$ cat config.mk
export PLATFORM = sky130hd
export DESIGN_NAME = fetch_seq
export DESIGN_NICKNAME = d
export VERILOG_FILES = /design/src/rtl/fetch_pkg.sv /design/src/rtl/fetch_prebuf.sv /design/src/rtl/fetch_seq.sv
export SDC_FILE = /design/constraint.sdc
export NUM_CORES = 1
export LEC_CHECK = 0
export CAP_MARGIN = 10
export CORE_UTILIZATION = 49
export CTS_BUF_LIST = sky130_fd_sc_hd__clkbuf_16
export DETAILED_ROUTE_END_ITERATION = 10
export PLACE_DENSITY = 0.89
export SLEW_MARGIN = 20
export SYNTH_ARGS = -nofsm -noshare
export SYNTH_HDL_FRONTEND = slang
export SYNTH_SLANG_ARGS = --single-unit
$ cat constraint.sdc
create_clock -name clk -period 9.7 [get_ports clk]
set_input_delay 1.94 -clock clk [delete_from_list [all_inputs] [get_ports clk]]
set_output_delay 1.94 -clock clk [all_outputs]
set_load 0.05 [all_outputs]
$ cat src/rtl/fetch_pkg.sv
// fetch_pkg: shared state encoding and constants for the fetch sequencer.
package fetch_pkg;
    typedef enum logic [2:0] {BOOT, IDLE, REQ, DONE, PREF} fetch_state_t;
    localparam int INST_BYTES = 4;
    localparam logic [31:0] DEFAULT_RESET_PC = 32'h0000_0000;
endpackage

$ cat src/rtl/fetch_prebuf.sv
// fetch_prebuf: one-entry prefetch buffer with valid bit and address match.
module fetch_prebuf #(
    parameter int ADDR_W = 32,
    parameter int DATA_W = 32
) (
    input  logic              clk,
    input  logic              rst,
    input  logic              wr_i,
    input  logic              flush_i,
    input  logic              consume_i,
    input  logic [ADDR_W-1:0] wr_addr_i,
    input  logic [DATA_W-1:0] wr_data_i,
    input  logic [ADDR_W-1:0] look_addr_i,
    output logic              hit_o,
    output logic [DATA_W-1:0] data_o
);
    logic              valid_q;
    logic [ADDR_W-1:0] addr_q;
    logic [DATA_W-1:0] data_q;

    always_ff @(posedge clk or posedge rst) begin
        if (rst) begin
            valid_q <= 1'b0;
            addr_q  <= '0;
            data_q  <= '0;
        end else if (flush_i || consume_i) begin
            valid_q <= 1'b0;
        end else if (wr_i) begin
            valid_q <= 1'b1;
            addr_q  <= wr_addr_i;
            data_q  <= wr_data_i;
        end
    end

    assign hit_o  = valid_q && addr_q == look_addr_i;
    assign data_o = data_q;
endmodule

$ cat src/rtl/fetch_seq.sv
// fetch_seq: instruction-fetch sequencer between the phase controller and the imem req/ack port.
// FETCH_PREBUF_EN adds a one-entry sequential prefetch buffer (fetch_prebuf).
module fetch_seq
    import fetch_pkg::*;
#(
    parameter int                ADDR_W   = 32,
    parameter int                DATA_W   = 32,
    parameter logic [ADDR_W-1:0] RESET_PC = ADDR_W'(DEFAULT_RESET_PC),
    parameter int                TIMEOUT  = 15
) (
    input  logic              clk,
    input  logic              rst,
    input  logic              fe_start,
    input  logic              br_taken,
    input  logic [ADDR_W-1:0] br_target,
    output logic              imem_req,
    output logic [ADDR_W-1:0] imem_addr,
    input  logic              imem_ack,
    input  logic [DATA_W-1:0] imem_rdata,
    input  logic              imem_err,
    output logic              inst_ready,
    output logic [DATA_W-1:0] inst,
    output logic [ADDR_W-1:0] pc,
    output logic              fetch_fault
);
    localparam logic [3:0]        TO   = 4'(TIMEOUT);
    localparam logic [ADDR_W-1:0] STEP = ADDR_W'(INST_BYTES);

    fetch_state_t      state_q;
    logic              req_q, rdy_q, fault_q, start, br, tmo, hit;
    logic [ADDR_W-1:0] addr_q, pc_q, tgt, nxt;
    logic [DATA_W-1:0] inst_q, buf_data;
    logic [3:0]        cnt_q, cnt_d;

    assign cnt_d = cnt_q + 4'd1;
    assign tmo   = !imem_ack && cnt_d == TO;
    assign nxt   = br ? tgt : pc_q + STEP;

`ifdef FETCH_PREBUF_EN
    // A start seen during PREF is held here and replayed from IDLE once the prefetch settles.
    logic              pend_q, pend_br_q;
    logic [ADDR_W-1:0] pend_tgt_q;

    assign start = state_q == IDLE && (fe_start || pend_q);
    assign br    = pend_q ? pend_br_q : br_taken;
    assign tgt   = pend_q ? pend_tgt_q : br_target;

    fetch_prebuf #(.ADDR_W(ADDR_W), .DATA_W(DATA_W)) u_prebuf (
        .clk         (clk),
        .rst         (rst),
        .wr_i        (state_q == PREF && imem_ack && !imem_err && !pend_q),
        .flush_i     ((state_q == PREF && imem_ack && imem_err) || (start && br)),
        .consume_i   (start && !br && hit),
        .wr_addr_i   (addr_q),
        .wr_data_i   (imem_rdata),
        .look_addr_i (nxt),
        .hit_o       (hit),
        .data_o      (buf_data)
    );
`else
    assign start    = state_q == IDLE && fe_start;
    assign br       = br_taken;
    assign tgt      = br_target;
    assign hit      = 1'b0;
    assign buf_data = '0;
`endif

    always_ff @(posedge clk or posedge rst) begin
        if (rst) begin
            state_q <= BOOT;
            req_q   <= 1'b0;
            addr_q  <= RESET_PC;
            rdy_q   <= 1'b0;
            inst_q  <= '0;
            pc_q    <= RESET_PC;
            fault_q <= 1'b0;
            cnt_q   <= '0;
`ifdef FETCH_PREBUF_EN
            pend_q     <= 1'b0;
            pend_br_q  <= 1'b0;
            pend_tgt_q <= '0;
`endif
        end else begin
            rdy_q <= 1'b0;
            case (state_q)
                BOOT: begin
                    req_q   <= 1'b1;
                    cnt_q   <= '0;
                    state_q <= REQ;
                end
                IDLE: if (start) begin
`ifdef FETCH_PREBUF_EN
                    pend_q <= 1'b0;
`endif
                    fault_q <= |nxt[1:0];
                    if (nxt[1:0] == 2'b00 && !br && hit) begin
                        inst_q  <= buf_data;
                        pc_q    <= nxt;
                        rdy_q   <= 1'b1;
                        state_q <= DONE;
                    end else if (nxt[1:0] == 2'b00) begin
                        addr_q  <= nxt;
                        req_q   <= 1'b1;
                        cnt_q   <= '0;
                        state_q <= REQ;
                    end
                end
                REQ: begin
                    if (imem_ack || tmo) begin
                        req_q   <= 1'b0;
                        fault_q <= tmo || imem_err;
                        state_q <= IDLE;
                    end else begin
                        cnt_q <= cnt_d;
                    end
                    if (imem_ack && !imem_err) begin
                        inst_q  <= imem_rdata;
                        pc_q    <= addr_q;
                        rdy_q   <= 1'b1;
                        state_q <= DONE;
                    end
                end
`ifdef FETCH_PREBUF_EN
                DONE: begin
                    addr_q  <= pc_q + STEP;
                    req_q   <= 1'b1;
                    cnt_q   <= '0;
                    state_q <= PREF;
                end
                PREF: begin
                    if (fe_start && !pend_q) begin
                        pend_q     <= 1'b1;
                        pend_br_q  <= br_taken;
                        pend_tgt_q <= br_target;
                    end
                    if (imem_ack || tmo) begin
                        req_q   <= 1'b0;
                        state_q <= IDLE;
                    end else begin
                        cnt_q <= cnt_d;
                    end
                    if (pend_q && !pend_br_q && imem_ack && !imem_err) begin
                        inst_q  <= imem_rdata;
                        pc_q    <= addr_q;
                        rdy_q   <= 1'b1;
                        pend_q  <= 1'b0;
                        fault_q <= 1'b0;
                        state_q <= DONE;
                    end
                end
`else
                DONE: state_q <= IDLE;
`endif
                default: state_q <= IDLE;
            endcase
        end
    end

    assign imem_req    = req_q;
    assign imem_addr   = addr_q;
    assign inst_ready  = rdy_q;
    assign inst        = inst_q;
    assign pc          = pc_q;
    assign fetch_fault = fault_q;
endmodule
==> summary.md, run 1 <==
| Metric | Value |
|---|---|
| Hold Path Stages | `2` |
| Max stage delay on crit path | `0.90 ns` |
| CP required | `7.76 ns` |
| Largest net degree at the start of global routing | `81` |
| Post-DP Area | `6720 sq um` |
| H-tree levels | `3` |
| Fill count | `690` |
| Vias | `4068` |
| Post-synthesis register bit count | `105` |
| Instance count on the critical path | `1` |
| Nets | `661` |
| TritonCTS Sinks | `105` |
| DP Worst Slack | `5.57 ns` |
| # rows | `36` |
| PostCTS Resize Cnt | `0` |
| Vias in the first global route | `4146` |
| Layout Area Growth over Synthesis | `42.0%` |
| Starting density of the core | `50.7%` |
| Residual DRC | `0` |
| Layout cells sized above 1 | `17.1%` |
| Design Area, Final | `7030 sq um` |
| CTS tree | `built` |
| Setup crit end kind | `output port` |
| Slowest CP cell | `clkdlybuf4s50_1` |
| Seq. cell area | `2630 sq um` |
| Gr usage total | `25.7%` |
| CP max FO | `12` |
| Min-Delay Endpoint | `imem_addr[9]$_DFFE_PP0P_` |
| Die height | `103 um` |
| CTS Buffer Depth | `2` |
| Most used DFF post-synth | `dfrtp_1` |
| EDFF count, synth | `0` |
| Max VDD drop | `0.244 mV` |
| IO Port Bufs | `168` |
| DRT Wirelength | `13000 um` |
| Sequential area share after synthesis | `53.1%` |
| Endpoints failing hold | `0` |
| Setup Fix Bufs, Post-CTS | `0` |
| Synthesized area per cell | `11.5 sq um` |
| Ant. Diodes | `0` |
| Die X | `103 um` |
| Critical path launch point type | `flip-flop` |
| Post-route ant nets | `0` |
| Multi-input gate area | `2190 sq um` |
| Root Driver | `clkbuf_16` |
| Worst skew pair latency | `0.34 ns` |
| Placed wire-length estimate | `9150 um` |
| Cell Count, Final, Fillers Out | `725` |
| RR Startpoint | `state_q[0]$_DFFE_PP0P_` |
| Crit path kind | `reg2out` |
| Iter 0 DRT Violations | `204` |
| First-pass GRT wire length | `20600 um` |
| Top delay family on crit path | `buffers and inverters` |
| Min Tclk post-route | `3.78 ns` |
| Most common cell after layout, fill and taps aside | `clkdlybuf4s50_1` |
| Fmax | `265 MHz` |
| RePlAce Congestion | `0.858` |
| Hold WC Path Type | `reg2reg` |
| Mapped Nets | `504` |
| Synthesized cell area | `4950 sq um` |
| Remaining Overflow, GRT | `0` |
| Worst R2R End | `pc[12]$_DFFE_PP0P_` |
| Clock transition at path regs | `0.07 ns` |
| Hold Startpoint | `imem_addr[9]$_DFFE_PP0P_` |
| WL/cell | `18.0 um` |
| Setup Viol. Count Final | `0` |
| Max_cap viols | `0` |
| Setup slack, reg-to-reg | `7.57 ns` |
| Clk_skew | `0.00736 ns` |
| Die ar. | `10500 sq um` |
| # IOs | `169` |
| RSZ-0062 raised after global routing | `false` |
| Avg Vias per Cell | `5.61` |
| Ys Warns | `0` |
| Worst Reg-to-Reg Cells | `3` |
| Setup TNS | `0 ns` |
| PwrDens | `389 nW/um^2` |
| Worst slew margin | `41.8%` |
| FFs w/ async S/R, synth | `100%` |
| # hold bufs at CTS | `0` |
| Worst-Margin Slew | `0.873 ns` |
| Critical Path, Cell by Cell | `clkdlybuf4s50_1` |
| Crit path arrival time | `1.84 ns` |
| Synth unique cells | `53` |
| Post-Syn Instances | `431` |
| CP bufs+invs | `1` |
| Fin. max-slew vios | `0` |
| Initial antenna violation count | `0` |
| Drt first pass iters | `4` |
| Core area | `9770 sq um` |
| Status | `complete, no violations` |
| Most frequent cells in the layout | `clkdlybuf4s50_1, dfrtp_1, mux2_2` |
| Cts bufs inserted | `9` |
| Dpl cells | `710` |
| Tcrit/Tclk final | `38.9%` |
| Final Worst Setup Slack | `5.92 ns` |
| Leakage Power | `2.90 nW` |
state kept, by name (all words and copies together) (netlist names):
register     flops
cnt_q            4
pc              32
imem_addr       32
inst_ready       1
fetch_fault      1
state_q          2
imem_req         1
inst            32
cells by family (layout without fill, tap and decap cells):
logic type	count (synthesis)	after routing	synth area share (%)
multiplexers	68	68	15.4
adder cells (fa/ha/maj)	3	3	0.758
flip-flops	105	105	53.1
buffers and inverters	33	194	3.31
AND/OR/NAND/NOR	131	131	14.5
AO/OA/AOI/OAI	66	66	8.62
XOR/XNOR	25	25	4.42
worst reg2reg max path, cell delays in order (launching register included):
cell and delay [ns]:
dfrtp_1 0.52, nor4bb_4 0.32, buf_4 0.70, mux2_2 0.47
metal layers:
metal  part of all wire (%)  track usage [%]
met5                      0                0
met4                    1.9             10.8
met3                    6.4             6.31
met2                     51             43.4
met1                     40             31.4
power breakdown:
group          total [mW]  leakage (nW)  internal [mW]  switching [mW]
Combinational        1.49          1.45          0.545           0.945
Clock               0.385         0.153          0.224           0.161
Sequential          0.856          1.30          0.638           0.218
synth_stat cells, drive strengths merged, types with 5 or more instances:
| library cell | instances | area, sq um |
|---|---|---|
| inv | 7 | 26.3 |
| buf | 18 | 106 |
| nand4 | 14 | 100 |
| dfrtp | 105 | 2630 |
| mux2 | 64 | 721 |
| nand3 | 18 | 108 |
| nand2 | 35 | 131 |
| xnor2 | 9 | 78.8 |
| nor3 | 7 | 40.0 |
| o22ai | 10 | 62.6 |
| xor2 | 16 | 140 |
| o21ai | 19 | 95.1 |
| clkbuf | 8 | 31.3 |
| nor4 | 5 | 52.6 |
| nor2 | 26 | 97.6 |
| a21oi | 14 | 70.1 |
| nand2b | 6 | 37.5 |
| and3 | 6 | 37.5 |
| o211ai | 6 | 55.1 |
layout make-up:
cell class | count | area share (%)
Clock buffer | 9 | 3.20
Clock inverter | 6 | 1.17
Inverter | 7 | 0.409
Multi-Input combinational cell | 293 | 31.1
Sequential cell | 105 | 37.4
Tap cell | 133 | 2.37
Timing Repair Buffer | 172 | 24.3
per-stage QoR:
stage                     hold slack, ns  utilization (%)  power [mW]
after floorplan                    0.533                -        1.82
after global placement             0.481             68.7        2.30
after detailed placement           0.496             68.7        2.35
after CTS                          0.513             71.9        2.74
after global routing               0.523             71.9        2.85
final                              0.506             71.9        2.73
how the worst max path moves through the flow:
stage / startpoint / endpoint / slack (ns)
after floorplan: rst / cnt_q[0]$_DFFE_PP0P_ / 5.00
after global placement: br_taken / imem_addr[15]$_DFFE_PP0P_ / 5.66
after detailed placement: br_taken / imem_addr[15]$_DFFE_PP0P_ / 5.57
after CTS: pc[14]$_DFFE_PP0P_ / pc[14] / 5.91
after global routing: br_taken / imem_addr[17]$_DFFE_PP0P_ / 5.82
final: pc[14]$_DFFE_PP0P_ / pc[14] / 5.92
Note: power is estimated with default switching activity, not from simulation.
==> run 2: changes to the inputs <==
Settings changed: CORE_UTILIZATION 49 to 46, PLACE_DENSITY 0.89 to 0.85.
Clock period 9.7 ns to 3.5 ns, I/O delays scaled along.
==> summary.md, run 2 (synthesis results as in run 1) <==
| Metric | Value |
|---|---|
| Status | `complete, no violations` |
| CTS tree | `built` |
| Die ar. | `11200 sq um (+6.4%)` |
| Placed wire-length estimate | `8990 um (-1.8%)` |
| Critical path launch point type | `flip-flop` |
| Most common cell after layout, fill and taps aside | `clkdlybuf4s50_1` |
| IO Port Bufs | `168 (unchanged)` |
| TritonCTS Sinks | `105 (unchanged)` |
| DRT Wirelength | `12800 um (-1.7%)` |
| Fill count | `767 (+11%)` |
| Layout Area Growth over Synthesis | `42.5%` |
| PostCTS Resize Cnt | `0 (unchanged)` |
| PwrDens | `1060 nW/um^2 (+170%)` |
| Min Tclk post-route | `2.50 ns` |
| Root Driver | `clkbuf_16` |
| Crit path kind | `reg2out` |
| Post-route ant nets | `0 (unchanged)` |
| Setup Viol. Count Final | `0 (unchanged)` |
| Slowest CP cell | `clkdlybuf4s50_1` |
| CP bufs+invs | `1 (unchanged)` |
| Endpoints failing hold | `0 (unchanged)` |
| Most frequent cells in the layout | `clkdlybuf4s50_1, dfrtp_1, mux2_2` |
| Cts bufs inserted | `9 (unchanged)` |
| Max stage delay on crit path | `0.88 ns (-0.02 ns)` |
| Worst-Margin Slew | `0.703 ns (-0.170 ns)` |
| First-pass GRT wire length | `21300 um (+3.3%)` |
| Nets | `666 (+0.76%)` |
| Clock transition at path regs | `0.07 ns (about the same)` |
| Gr usage total | `24.2% (-1.5 points)` |
| Initial antenna violation count | `0 (unchanged)` |
| RePlAce Congestion | `0.800 (-6.8%)` |
| WL/cell | `17.5 um (-2.9%)` |
| # hold bufs at CTS | `0 (unchanged)` |
| Hold WC Path Type | `reg2reg` |
| Drt first pass iters | `4 (unchanged)` |
| Setup crit end kind | `output port` |
| Crit path arrival time | `1.80 ns (-0.04 ns)` |
| Ant. Diodes | `0 (unchanged)` |
| Starting density of the core | `47.8% (-2.9 points)` |
| Worst skew pair latency | `0.34 ns (about the same)` |
| Avg Vias per Cell | `5.48 (-2.4%)` |
| Setup Fix Bufs, Post-CTS | `0 (unchanged)` |
| CP max FO | `12 (unchanged)` |
| Fmax | `399 MHz` |
| CP required | `2.80 ns (-4.96 ns)` |
| # rows | `37 (+2.8%)` |
| Vias | `4021 (-1.2%)` |
| Tcrit/Tclk final | `71.5%` |
| Hold slack | `0.504 ns (-0.00212 ns)` |
| Largest net degree at the start of global routing | `58 (-28%)` |
| Layout cells sized above 1 | `17.9% (+0.83 points)` |
| Top delay family on crit path | `buffers and inverters` |
| Residual DRC | `0 (unchanged)` |
| RSZ-0062 raised after global routing | `false` |
| # IOs | `169 (unchanged)` |
| Iter 0 DRT Violations | `164 (-20%)` |
| Setup TNS | `0 ns (unchanged)` |
| Max VDD drop | `0.667 mV (+170%)` |
| Critical Path, Cell by Cell | `clkdlybuf4s50_1` |
| Clk_skew | `0.00602 ns (-0.00134 ns)` |
| CTS Buffer Depth | `2 (unchanged)` |
| Max_cap viols | `0 (unchanged)` |
| Die height | `106 um (+3.2%)` |
| Die X | `106 um (+3.2%)` |
| H-tree levels | `3 (unchanged)` |
| Leakage Power | `2.91 nW (+0.45%)` |
| Core area | `10400 sq um (+6.1%)` |
| Worst slew margin | `53.1% (+11 points)` |
| Remaining Overflow, GRT | `0 (unchanged)` |
| Fin. max-slew vios | `0 (unchanged)` |
| Vias in the first global route | `4128 (-0.43%)` |
run 2: final timing paths:
check                                         start  cells after the start  slack [ns]                         to
min in group asynchronous                       rst                      2        0.84       inst[29]$_DFFE_PP0P_
hold / removal             imem_addr[5]$_DFFE_PP0P_                      2        0.50   imem_addr[5]$_DFFE_PP0P_
setup reg to reg                  pc[4]$_DFFE_PP0P_                      5        1.37  imem_addr[21]$_DFFE_PP0P_
setup / recovery                 pc[14]$_DFFE_PP0P_                      1         1.0                     pc[14]
max in group asynchronous                       rst                      3        1.89          pc[4]$_DFFE_PP0P_
hold reg to reg            imem_addr[5]$_DFFE_PP0P_                      2        0.50   imem_addr[5]$_DFFE_PP0P_
run 2: layout make-up:
type	count	area (sq um)	area share, %
clock buffers	9	225	3.19
inverters	7	28.8	0.408
multi-input cells	293	2190	31.0
flip-flops and latches	105	2630	37.2
repair buffers	177	1740	24.7
well taps	136	170	2.41
clock inverters	7	71.3	1.01
run 2: per-layer routing:
layer | routed length (um) | up-vias | share of wire, % | track usage (%)
met5 | 0 | - | 0 | 0
met4 | 143 | 0 | 1.1 | 6.75
met3 | 1080 | 12 | 8.4 | 6.86
met2 | 6190 | 173 | 48 | 39.3
met1 | 5410 | 1977 | 42 | 31.7
li1 | - | 1859 | - | -
run 2: power by group:
part / internal [mW] / switching (mW)
combinational: 1.52 / 2.60
clock: 0.555 / 0.457
sequential: 1.77 / 0.609
total: 3.84 / 3.66
run 2: stage by stage:
stage	area, sq um	total power, mW	utilization (%)	worst slack (ns)	instances
after detailed placement	6760	6.50	65.2	0.849	718
after global placement	6760	6.40	65.2	0.914	718
after global routing	7060	7.85	68.1	0.933	734
final	7060	7.50	68.1	0.996	734
after CTS	7060	7.55	68.1	0.995	734
after floorplan	4950	5.03	-	0.0395	431
